[config.mk]
export PLATFORM = sky130hd
export DESIGN_NAME = pipeline_hazard_ctrl
export DESIGN_NICKNAME = d
export VERILOG_FILES = /design/src/rtl/hazard_pkg.sv /design/src/rtl/hazard_wait_timer.sv /design/src/rtl/pipeline_hazard_ctrl.sv
export SDC_FILE = /design/constraint.sdc
export NUM_CORES = 1
export LEC_CHECK = 0
export ABC_AREA = 1
export CORE_MARGIN = 2
export CORE_UTILIZATION = 50
export DETAILED_ROUTE_END_ITERATION = 16
export DONT_BUFFER_PORTS = 1
export PLACE_DENSITY_LB_ADDON = 0.05
export SYNTH_ARGS = -nofsm -noshare
export SYNTH_HDL_FRONTEND = slang
export SYNTH_SLANG_ARGS = --single-unit
[constraint.sdc]
create_clock -name clk_i -period 2.01 [get_ports clk_i]
set_clock_uncertainty 0.1 [all_clocks]
set_input_delay 0.5025 -clock clk_i [delete_from_list [all_inputs] [get_ports clk_i]]
set_output_delay 0.5025 -clock clk_i [all_outputs]
set_load 0.01 [all_outputs]
[src/rtl/hazard_pkg.sv]
// Shared hazard-control definitions: FSM state encodings, x0 register id,
// and RV32 opcode constants also used by the main decoder.
package hazard_pkg;

  localparam logic [1:0] ST_RUN      = 2'd0;
  localparam logic [1:0] ST_MEM_WAIT = 2'd1;
  localparam logic [1:0] ST_HALT     = 2'd2;

  localparam logic [4:0] REG_X0 = 5'd0;

  localparam logic [6:0] OPC_LOAD   = 7'b0000011;
  localparam logic [6:0] OPC_STORE  = 7'b0100011;
  localparam logic [6:0] OPC_BRANCH = 7'b1100011;
  localparam logic [6:0] OPC_OP     = 7'b0110011;
  localparam logic [6:0] OPC_OP_IMM = 7'b0010011;
  localparam logic [6:0] OPC_JAL    = 7'b1101111;
  localparam logic [6:0] OPC_JALR   = 7'b1100111;
  localparam logic [6:0] OPC_LUI    = 7'b0110111;
  localparam logic [6:0] OPC_AUIPC  = 7'b0010111;

endpackage

[src/rtl/hazard_wait_timer.sv]
// Memory-wait timer: loads 1 on the first miss cycle, counts each further
// un-acked wait cycle, saturates at all-ones, flags expiry at MEM_TIMEOUT.
module hazard_wait_timer #(
  parameter int MEM_TIMEOUT = 255,
  parameter int TMR_W       = 8
) (
  input  logic             clk,
  input  logic             rst,
  input  logic             load,
  input  logic             inc,
  output logic [TMR_W-1:0] timer,
  output logic             expire
);

  localparam logic [TMR_W-1:0] TMR_MAX = '1;
  localparam logic [TMR_W-1:0] TMR_LIM = TMR_W'(MEM_TIMEOUT);

  // load / saturating increment
  always_ff @(posedge clk) begin
    if (rst)                         timer <= '0;
    else if (load)                   timer <= TMR_W'(1);
    else if (inc && timer != TMR_MAX) timer <= timer + TMR_W'(1);
  end

  assign expire = (timer == TMR_LIM);

endmodule

[src/rtl/pipeline_hazard_ctrl.sv]
// Central stall/flush sequencer for the 5-stage RV32 pipeline.
// Priority each cycle: HALT > memory wait > load-use > taken branch.
// Optional perf counters enabled by defining HAZARD_PERF_CNT_EN.
module pipeline_hazard_ctrl
  import hazard_pkg::*;
#(
  parameter int MEM_TIMEOUT = 255,
  parameter int TMR_W       = 8,
  parameter int PERF_W      = 32
) (
  input  logic              clk_i,
  input  logic              rst_i,
  input  logic [4:0]        id_rs1_i,
  input  logic [4:0]        id_rs2_i,
  input  logic              id_branch_i,
  input  logic              id_reg_equal_i,
  input  logic              ex_memread_i,
  input  logic [4:0]        ex_rd_i,
  input  logic              mem_req_i,
  input  logic              mem_ack_i,
  output logic              pc_write_o,
  output logic              if_id_write_o,
  output logic              if_id_flush_o,
  output logic              id_ex_bubble_o,
  output logic              stall_all_o,
  output logic              mem_err_o,
  output logic [PERF_W-1:0] stall_cnt_o,
  output logic [PERF_W-1:0] flush_cnt_o
);

  logic [1:0]       state, nxt;
  logic             mem_miss, mem_done, lu, taken;
  logic             t_load, t_inc, t_expire, set_err, release_hz;
  logic [TMR_W-1:0] timer;

  assign mem_miss = mem_req_i & ~mem_ack_i;
  // A request dropping mid-wait is illegal; it ends the wait like an ack.
  assign mem_done = mem_ack_i | ~mem_req_i;
  assign lu       = ex_memread_i & (ex_rd_i != REG_X0) &
                    ((ex_rd_i == id_rs1_i) | (ex_rd_i == id_rs2_i));
  assign taken    = id_branch_i & id_reg_equal_i;

  hazard_wait_timer #(.MEM_TIMEOUT(MEM_TIMEOUT), .TMR_W(TMR_W)) u_tmr (
    .clk    (clk_i),
    .rst    (rst_i),
    .load   (t_load),
    .inc    (t_inc),
    .timer  (timer),
    .expire (t_expire)
  );

  // next-state and strobe decode; lower-priority hazards only seen once memory is idle
  always_comb begin
    pc_write_o     = 1'b1;
    if_id_write_o  = 1'b1;
    if_id_flush_o  = 1'b0;
    id_ex_bubble_o = 1'b0;
    stall_all_o    = 1'b0;
    nxt            = state;
    t_load         = 1'b0;
    t_inc          = 1'b0;
    set_err        = 1'b0;
    release_hz     = 1'b0;
    if (rst_i) begin
      pc_write_o     = 1'b0;
      if_id_write_o  = 1'b0;
      id_ex_bubble_o = 1'b1;
    end else begin
      case (state)
        ST_HALT: begin
          stall_all_o    = 1'b1;
          pc_write_o     = 1'b0;
          if_id_write_o  = 1'b0;
          id_ex_bubble_o = 1'b1;
        end
        ST_MEM_WAIT: begin
          if (!mem_done) begin
            stall_all_o   = 1'b1;
            pc_write_o    = 1'b0;
            if_id_write_o = 1'b0;
            t_inc         = 1'b1;
            if (t_expire) begin
              nxt     = ST_HALT;
              set_err = 1'b1;
            end
          end else begin
            nxt        = ST_RUN;
            release_hz = 1'b1;
          end
        end
        default: begin
          if (mem_miss) begin
            stall_all_o   = 1'b1;
            pc_write_o    = 1'b0;
            if_id_write_o = 1'b0;
            nxt           = ST_MEM_WAIT;
            t_load        = 1'b1;
          end else begin
            release_hz = 1'b1;
          end
        end
      endcase
      if (release_hz) begin
        if (lu) begin
          pc_write_o     = 1'b0;
          if_id_write_o  = 1'b0;
          id_ex_bubble_o = 1'b1;
        end else if (taken) begin
          if_id_flush_o  = 1'b1;
        end
      end
    end
  end

  // state register and sticky timeout flag
  always_ff @(posedge clk_i) begin
    if (rst_i) begin
      state     <= ST_RUN;
      mem_err_o <= 1'b0;
    end else begin
      state <= nxt;
      if (set_err) mem_err_o <= 1'b1;
    end
  end

`ifdef HAZARD_PERF_CNT_EN
  // stall / flush event counters, wrap naturally
  always_ff @(posedge clk_i) begin
    if (rst_i) begin
      stall_cnt_o <= '0;
      flush_cnt_o <= '0;
    end else begin
      if (!pc_write_o && state != ST_HALT) stall_cnt_o <= stall_cnt_o + PERF_W'(1);
      if (if_id_flush_o)                    flush_cnt_o <= flush_cnt_o + PERF_W'(1);
    end
  end
`else
  assign stall_cnt_o = '0;
  assign flush_cnt_o = '0;
`endif

endmodule

* Word-level counts from Yosys, hierarchy flattened
Cells that the tools add are included.
** Storage, ports and cells
- Bits in registers :: 11
- Bits of input ports :: 22
- Output and inout port bits :: 70
- Word-level logic and storage cells :: 61
** Operators by class
- Add/sub/neg operators :: 1
- Equal/unequal tests :: 7
- Mux-type cells :: 33
- Bitwise logic cells :: 9
- Reduce and logical (&&, ||, !) cells :: 7
** Operators with widths (number)
- $mux W1 :: 27
- $eq A5 B5 Y1 :: 2
- $add A8 B1 Y8 const B :: 1
- $eq A8 B8 Y1 const B :: 1
- $ne A8 B8 Y1 const B :: 1
- $mux W2 :: 3
- $reduce_bool A5 Y1 :: 1
- $and A1 B1 Y1 :: 4
- $pmux W1 S2 :: 2
- $pmux W2 S2 :: 1
- $reduce_bool A2 Y1 :: 2
- $reduce_or A2 Y1 :: 2
- $ne A3 B3 Y1 const B :: 1
- $not A1 Y1 :: 3
- $reduce_and A3 Y1 :: 1
- $eq A2 B1 Y1 const B :: 1
- $eq A2 B2 Y1 const B :: 1
- $or A1 B1 Y1 :: 2
- $logic_and A1 B1 Y1 :: 1

* Logic depth before layout (Yosys ltp)
Gate-level depths: netlist of run 1.
- Depth after elaboration :: 8
- Depth in mapped cells :: 10
- Depth with buffers taken out :: 9

* Cells and area by module
Synthesis of run 1 repeated with hierarchy kept, for this count alone.
** Second synthesis, totals
- Cells, all modules :: 227
- Area, all modules :: 1417.6 um^2
** By module, submodules not included
- pipeline_hazard_ctrl :: instances 1, cells an instance 156, area each 949.7 um^2, seq. area each 60.1 um^2
- hazard_wait_timer :: instances 1, cells an instance 71, area each 467.9 um^2, seq. area each 160.2 um^2

* Least setup slack after synthesis of run 1
No wires, ideal clock.
- Path type :: register to output
- From :: register state[0]
- To :: output pc_write_o
- Data arrival time :: 1.272 ns
- Required time :: 1.407 ns
- Setup slack :: 0.136 ns
- Cell stages (with the launch flop) :: 10
- Path buffers :: 1
- Cell sequence :: dfxtp_1 inv_1 ha_1 inv_1 a21oi_1 inv_1 nor2_1 nand2_1 inv_1 buf_4
** On the way
- Word-level cells in the longest chain between the ends :: 5
- Elaborated cells on any way between the ends :: 7
- Classes of those cells :: eq/ne (2); mux (5)
** Ends and longest elaborated chain
- from (decl) :: RTL line pipeline_hazard_ctrl.sv:31 : logic [1:0] state, nxt;
- from (signal assigned) :: RTL line pipeline_hazard_ctrl.sv:121 : state <= nxt;
- $eq A2 B1 Y1 / $eq A2 B2 Y1 (equally long branches)
- $pmux W1 S2 *
- $mux W1 (on tied branches)
- $mux W1 * (2 in a row)
- to (decl) :: RTL line pipeline_hazard_ctrl.sv:21 : output logic pc_write_o,
Every way passes the cells marked *; elsewhere a longest branch is shown, timed or not. The select of a mux whose other input is x is not followed.

* Worst setup path in the final report of run 1
Same ends and word-level chain as after synthesis.

==> results of run 1 <==
[flip-flops by register name (all words and copies together) (netlist names)]
signal and count:
mem_err_o 1, u_tmr.timer 8, state 2
[report_power, final]
part	switching, W	internal (W)	total, W	leakage, nW
logic	0.000110	0.0000375	0.000147	0.635
registers	0.00000303	0.000222	0.000225	0.0899
clock network	0.0000770	0.0000769	0.000154	0.0150
total	0.000190	0.000336	0.000526	0.740
[cells in the final DEF (no fill, tap or decap), drive strengths merged]
cell type / count
nand2: 56
nand4: 3
dfxtp: 11
a21oi: 8
clkbuf: 4
a311oi: 1
buf: 2
inv: 32
xor2: 3
conb: 64
ha: 3
nand3: 9
o21ai: 5
xnor2: 3
nor2: 22
[final cells by class]
class	count	area, um^2
Sequential cell	11	223
Clock buffer	4	26.3
Tap cell	31	38.8
Timing Repair Buffer	2	15.0
Inverter	32	120
Multi-Input combinational cell	177	867
Fill cell	303	1440
[timing repair]
action,in CTS,in global routing
resized for setup,10,3
setup buffers,1,0
endpoints found under the setup margin,5,4
pin swaps,3,1
[worst max-delay path, cell delays in order (launching register included)]
cell and delay [ns]:
dfxtp_2 0.33, inv_2 0.05, ha_4 0.26, inv_2 0.04, a21oi_2 0.13, inv_1 0.05, nor2_1 0.10, nand2_2 0.09
inv_2 0.12
[kinds of logic (layout without fill, tap and decap cells)]
group / after synthesis / count (layout)
other: 1 / 64
buffers and inverters: 97 / 38
adder cells (fa/ha/maj): 3 / 3
flip-flops: 11 / 11
AND/OR/NAND/NOR: 90 / 90
AO/OA/AOI/OAI: 14 / 14
XOR/XNOR: 6 / 6
[metrics by stage]
| stage | hold WS, ns | setup slack (ns) | TNS [ns] | std cells |
|---|---|---|---|---|
| after global placement | 0.377 | 0.0923 | 0 | 252 |
| after CTS | 0.184 | -0.0928 | -0.187 | 257 |
| final | 0.194 | -0.0444 | -0.125 | 257 |
| after global routing | 0.175 | -0.122 | -0.432 | 257 |
| after detailed placement | 0.380 | 0.0692 | 0 | 252 |
| after floorplan | 0.350 | 0.136 | 0 | 285 |
[layer usage]
metal  global-route usage (%)  part of all wire [%]  vias up
met2                     22.0                    47       59
met1                     15.6                    40      435
met4                     5.65                   1.0        0
met3                     6.35                    13        2
met5                        0                     0        -
li1                         -                     -      551
[worst min-delay path by stage]
stage                           startpoint                     endpoint  slack [ns]
4_1_cts                              rst_i       mem_err_o$_SDFFE_PP0P_        0.18
5_1_grt                              rst_i       mem_err_o$_SDFFE_PP0P_        0.17
3_5_place_dp   u_tmr.timer[2]$_SDFFE_PP0P_  u_tmr.timer[2]$_SDFFE_PP0P_        0.38
2_1_floorplan  u_tmr.timer[2]$_SDFFE_PP0P_  u_tmr.timer[2]$_SDFFE_PP0P_        0.35
6_report                             rst_i       mem_err_o$_SDFFE_PP0P_        0.19
3_3_place_gp   u_tmr.timer[2]$_SDFFE_PP0P_  u_tmr.timer[2]$_SDFFE_PP0P_        0.38
==> key figures, run 1 <==
Run status
  • Outcome: finished with violations
  • Failing checks: negative setup slack

Layout
  • Antenna cell count: 0
  • Layout Nets: between 200 and 300
  • Final core occ: 47.2%
  • Share of layout cells above drive strength 1: roughly an eighth
  • Post-Layout Inst Area: approximately 1300 um^2
  • Synth-to-Final Area Change: -9.16%

Route
  • DRC viols: 0
  • Avg WL per Cell: between 8 and 9 um
  • First-pass iteration count of the detailed router: 4
  • Routed vias: approximately 1000
  • DRT antenna net count: 0
  • Final WL: around 2.1 mm
  • Vias/cell: 4.07
  • Initial drt markers: 17

CTS
  • CTS root buf: clkbuf_4
  • Htree depth: 1
  • TritonCTS buffer count: 3
  • Hold Buf Count CTS: 0
  • Clk buf depth: 2
  • Worst-path clk slew: 0.07 ns
  • CTS Sinks: 11
  • CTS tree: done
  • Skew-Pair Late Insertion Delay: 0.27 ns

Die
  • Chip width: approximately 57 um
  • Die H: about 57 um
  • I/O pin cnt: around 90
  • Row cnt: 19
  • Initial Util: between 50 and 60%
  • Die ar.: ~3300 um^2
  • Core ar.: between 2000 and 3000 um^2

Placed design
  • Dpl hpwl: roughly 1.8 mm
  • DP Area: 1210 um^2
  • Port Buf Inserts: 0
  • Routability congestion estimate: ~0.74

Setup path
  • Critical Path End Type: primary output
  • Critical Path AT: approximately 1.5 ns
  • Worst setup path startpoint: state[0]$_SDFFE_PP0P_
  • Crit start category: flip-flop
  • R2r startpoint: u_tmr.timer[0]$_SDFFE_PP0P_
  • CP endpoint: pc_write_o
  • Worst-path maximum fanout: 3
  • Critical Path RT: 1.41 ns
  • FF-to-FF setup slack: roughly 0.46 ns
  • R2r worst-path depth: 8
  • Setup CP Type: flip-flop to primary output
  • Reg2reg end: u_tmr.timer[7]$_SDFFE_PP0P_

Pwr
  • Leakage: around 0.74 nW
  • Max VDD drop: approximately 370 uV
  • Overall power: ~0.00053 W
  • Pwr dens: ~410 nW/um^2

Min path
  • Hold depth: 1
  • Hold WC Path Type: input port to flip-flop

Logic synthesis
  • Primary FF master, synth: dfxtp_1
  • Largest family of logic cells by synthesized area: buffers and inverters
  • Post-synth top area cell: buf_4
  • Post-synthesis sequential area ratio: around 16%
  • XOR/XNOR Fraction of Synth Area: under 10%
  • Synth Area in Compound Gates: between 5 and 6%
  • Simple-gate share of the synthesized area: 29.9%
  • Most common cell in the netlist: buf_4
  • Yosys warnings: 0
  • Syn Std Cell Area: 1420 um^2
  • Yosys top cell area share: 34.4%
  • Post-synthesis cell count: ~220
  • Post-synthesis cell type count: 20
  • Dominant cells by area after synthesis: buf_4 (34%), dfxtp_1 (16%), nand2_1 (14%)
  • Post-synth ARST share: 0%
  • Commonest cells post-synth: buf_4 (65), nand2_1 (53), inv_1 (30), nor2_1 (18), dfxtp_1 (11)
  • EDFF count, synth: 0
  • Average cell area after synthesis: 6.40 um^2
  • Post-Synth Adder-Cell Area: about 2.6%
  • Post-synthesis register bit count: 11
  • Mux contribution to synthesized area: 0%

STA
  • Fmax: 0.487 GHz
  • RSZ-0062 raised after global routing: true
  • Min Tclk post-route: a little over 2 ns
  • Pins over their slew limit: 0
  • Setup WS post-layout: -0.0444 ns
  • Hold Fails Final Rpt: 0
  • Final worst-path cycle share: 102%
  • Final Setup Violations: 3

Global route
  • Global-route wire length before repair: 3.53 mm
  • Vias in the first global route: approximately 850
  • Largest net degree at the start of global routing: 8
  • GRT Util Overall: between 10% and 20%
  • Initial antenna violation count: 0
  • Total grt overflow: 0

Job
  • Max Cap Violations: 0
Note: power is estimated with default switching activity, not from simulation.
==> run 2, diff against run 1 <==
--- a/config.mk
+++ b/config.mk
@@ -8,6 +8,7 @@
 export ABC_AREA = 1
 export CORE_MARGIN = 2
 export CORE_UTILIZATION = 50
+export CTS_BUF_LIST = sky130_fd_sc_hd__clkbuf_8
 export DETAILED_ROUTE_END_ITERATION = 16
 export DONT_BUFFER_PORTS = 1
 export PLACE_DENSITY_LB_ADDON = 0.05
==> run 2 against run 1 <==
  * The flow still finishes with violations (negative setup slack)
  * Sequential power hardly changed
  * Non-clock buffer count stayed put
  * Critical path depth stayed put
  * Via count is 0.76% higher
  * Clock power is 42% higher
  * Global-route usage hardly changed
  * Routed wire length is 0.56% higher
  * Critical path type unchanged
  * Critical endpoint unchanged
  * Largest power group unchanged
==> key figures, run 2 (synthesis gave the netlist of run 1 again) <==
Run status
  • Outcome: finished with violations
  • Failing checks: negative setup slack

STA
  • Setup WS post-layout: -0.00178 ns (+0.0426 ns)
  • RSZ-0062 raised after global routing: true
  • Min Tclk post-route: 2.01 ns (-0.0426 ns)
  • Fmax: 0.497 GHz (+2.1%)
  • Pins over their slew limit: 0 (unchanged)
  • Final worst-path cycle share: 100% (-2.1 points)
  • Hold Fails Final Rpt: 0 (unchanged)
  • Final Setup Violations: 2 (-1)

Setup path
  • Most used cell along the critical path: inv_2
  • FF-to-FF setup slack: 0.45 ns (about the same)
  • Critical Path RT: 1.41 ns (about the same)
  • Slowest cell delay on critical path: 0.33 ns (about the same)
  • Critical Path AT: 1.41 ns (-0.04 ns)
  • Slowest CP cell: dfxtp_2
  • Worst Path Buf+Inv: 4 (unchanged)
  • Crit path cell chain: inv_2 > ha_4 > inv_2 > a21oi_2 > inv_1 > nor2_1 > nand2_2 > inv_2
  • Critical Path End Type: primary output
  • Crit-path leading delay family: flip-flops
  • Crit start category: flip-flop
  • Worst-path maximum fanout: 3 (unchanged)
  • Setup CP Type: flip-flop to primary output

Layout
  • Post-Layout Cell Count: 257 (unchanged)
  • Share of layout cells above drive strength 1: 12.4% (+0.44 points)
  • Top reg by flops: u_tmr.timer
  • Max reg flops: 8 (unchanged)
  • Post-Layout Inst Area: 1310 um^2 (+1.5%)
  • Regs by FF count: u_tmr.timer x8, state x2, mem_err_o x1
  • Most frequent cells in the layout: conb_1 (64), nand2_1 (52), inv_1 (26)
  • Final core occ: 47.9% (+0.69 points)
  • Most common cell after layout, fill and taps aside: conb_1
  • Antenna cell count: 0 (unchanged)
  • Layout Nets: 252 (unchanged)
  • Synth-to-Final Area Change: -7.84%

CTS
  • Worst-path clk slew: 0.05 ns (-0.02 ns)
  • Clk buf depth: 2 (unchanged)
  • CTS Sinks: 11 (unchanged)
  • Hold Buf Count CTS: 0 (unchanged)
  • Skew-Pair Late Insertion Delay: 0.24 ns (-0.03 ns)
  • Htree depth: 1 (unchanged)
  • CTS root buf: clkbuf_8
  • TritonCTS buffer count: 3 (unchanged)
  • CTS tree: done

Die
  • Initial Util: 51.9% (unchanged)
  • Row cnt: 19 (unchanged)
  • Die ar.: 3280 um^2 (unchanged)
  • Core ar.: 2730 um^2 (unchanged)
  • Chip width: 57.3 um (unchanged)
  • I/O pin cnt: 92 (unchanged)
  • Die H: 57.3 um (unchanged)

Route
  • Vias/cell: 4.11 (+0.76%)
  • Final WL: 2.14 mm (+0.56%)
  • Avg WL per Cell: 8.33 um (+0.56%)
  • DRT antenna net count: 0 (unchanged)
  • Routed vias: 1055 (+0.76%)
  • Initial drt markers: 15 (-2)
  • First-pass iteration count of the detailed router: 4 (unchanged)
  • DRC viols: 0 (unchanged)

Pwr
  • Pwr dens: 451 nW/um^2 (+11%)
  • Overall power: 0.000590 W (+12%)
  • Leakage: 0.752 nW (+1.7%)
  • Max VDD drop: 451 uV (+20%)

Placed design
  • Setup slack after placement: 0.0692 ns (unchanged)
  • Routability congestion estimate: 0.737 (unchanged)
  • Port Buf Inserts: 0 (unchanged)
  • DP Area: 1210 um^2 (unchanged)
  • Post-Place Cells: 252 (unchanged)
  • Dpl hpwl: 1.84 mm (unchanged)

Global route
  • Total grt overflow: 0 (unchanged)
  • Initial antenna violation count: 0 (unchanged)
  • GR met2 Demand/Resource: 22.7% (+0.66 points)
  • Top Usage Layer GRT: met2
  • GRT Util Overall: 13.7% (+0.047 points)
  • Global-route wire length before repair: 3.56 mm (+0.99%)
  • Vias in the first global route: 856 (+0.82%)
  • Largest net degree at the start of global routing: 8 (unchanged)
  • Met1 Resource Use GR: 15.6% (unchanged)
  • GR met3 Demand/Resource: 6.35% (unchanged)

Min path
  • Hold WC Path Type: input port to flip-flop

Job
  • Max Cap Violations: 0 (unchanged)
-- run 2: path summary, 6_finish.rpt --
check,startpoint,end,depth (start not counted)
hold / removal,rst_i,mem_err_o$_SDFFE_PP0P_,1
hold reg to reg,u_tmr.timer[2]$_SDFFE_PP0P_,u_tmr.timer[2]$_SDFFE_PP0P_,2
setup / recovery,state[0]$_SDFFE_PP0P_,pc_write_o,8
setup reg to reg,u_tmr.timer[0]$_SDFFE_PP0P_,u_tmr.timer[7]$_SDFFE_PP0P_,8
-- run 2: final cells by class --
class | count | area [um^2]
repair buffers | 2 | 15.0
fillers | 303 | 1430
flip-flops and latches | 11 | 223
clock buffers | 3 | 41.3
clock inverters | 1 | 3.75
multi-input cells | 177 | 867
well taps | 31 | 38.8
inverters | 32 | 120
-- run 2: metrics by stage --
stage	hold WS [ns]	setup TNS, ns
after floorplan	0.350	0
after global placement	0.377	0
after detailed placement	0.380	0
after CTS	0.222	-0.0489
after global routing	0.223	-0.227
final	0.232	-0.00352
-- run 2: per-layer routing --
| layer | wire length, um | up-vias |
|---|---|---|
| li1 | - | 550 |
| met1 | 849 | 441 |
| met2 | 996 | 59 |
| met3 | 268 | 5 |
| met4 | 26 | 0 |
| met5 | 0 | - |
-- run 2: what timing repair did --
action | 4_1_cts | 5_1_grt
endpoints found under the setup margin | 5 | 4
buffers inserted | 1 | 0
pin swaps | 3 | 1
hold endpoints to repair | 0 | 0
resized for setup | 11 | 3
-- run 2: worst register-to-register path: stages (launching register included) --
cell and delay [ns]:
dfxtp_1 0.38, ha_1 0.21, nand2_1 0.11, nor2_4 0.14
nand4_4 0.14, nand2_4 0.14, inv_2 0.09, nand2_1 0.08
a21oi_1 0.05
-- run 2: where the power goes --
part | internal, W | switching, W
combinational | 0.0000375 | 0.000110
clock | 0.000134 | 0.0000835
sequential | 0.000222 | 0.00000305
total | 0.000394 | 0.000196
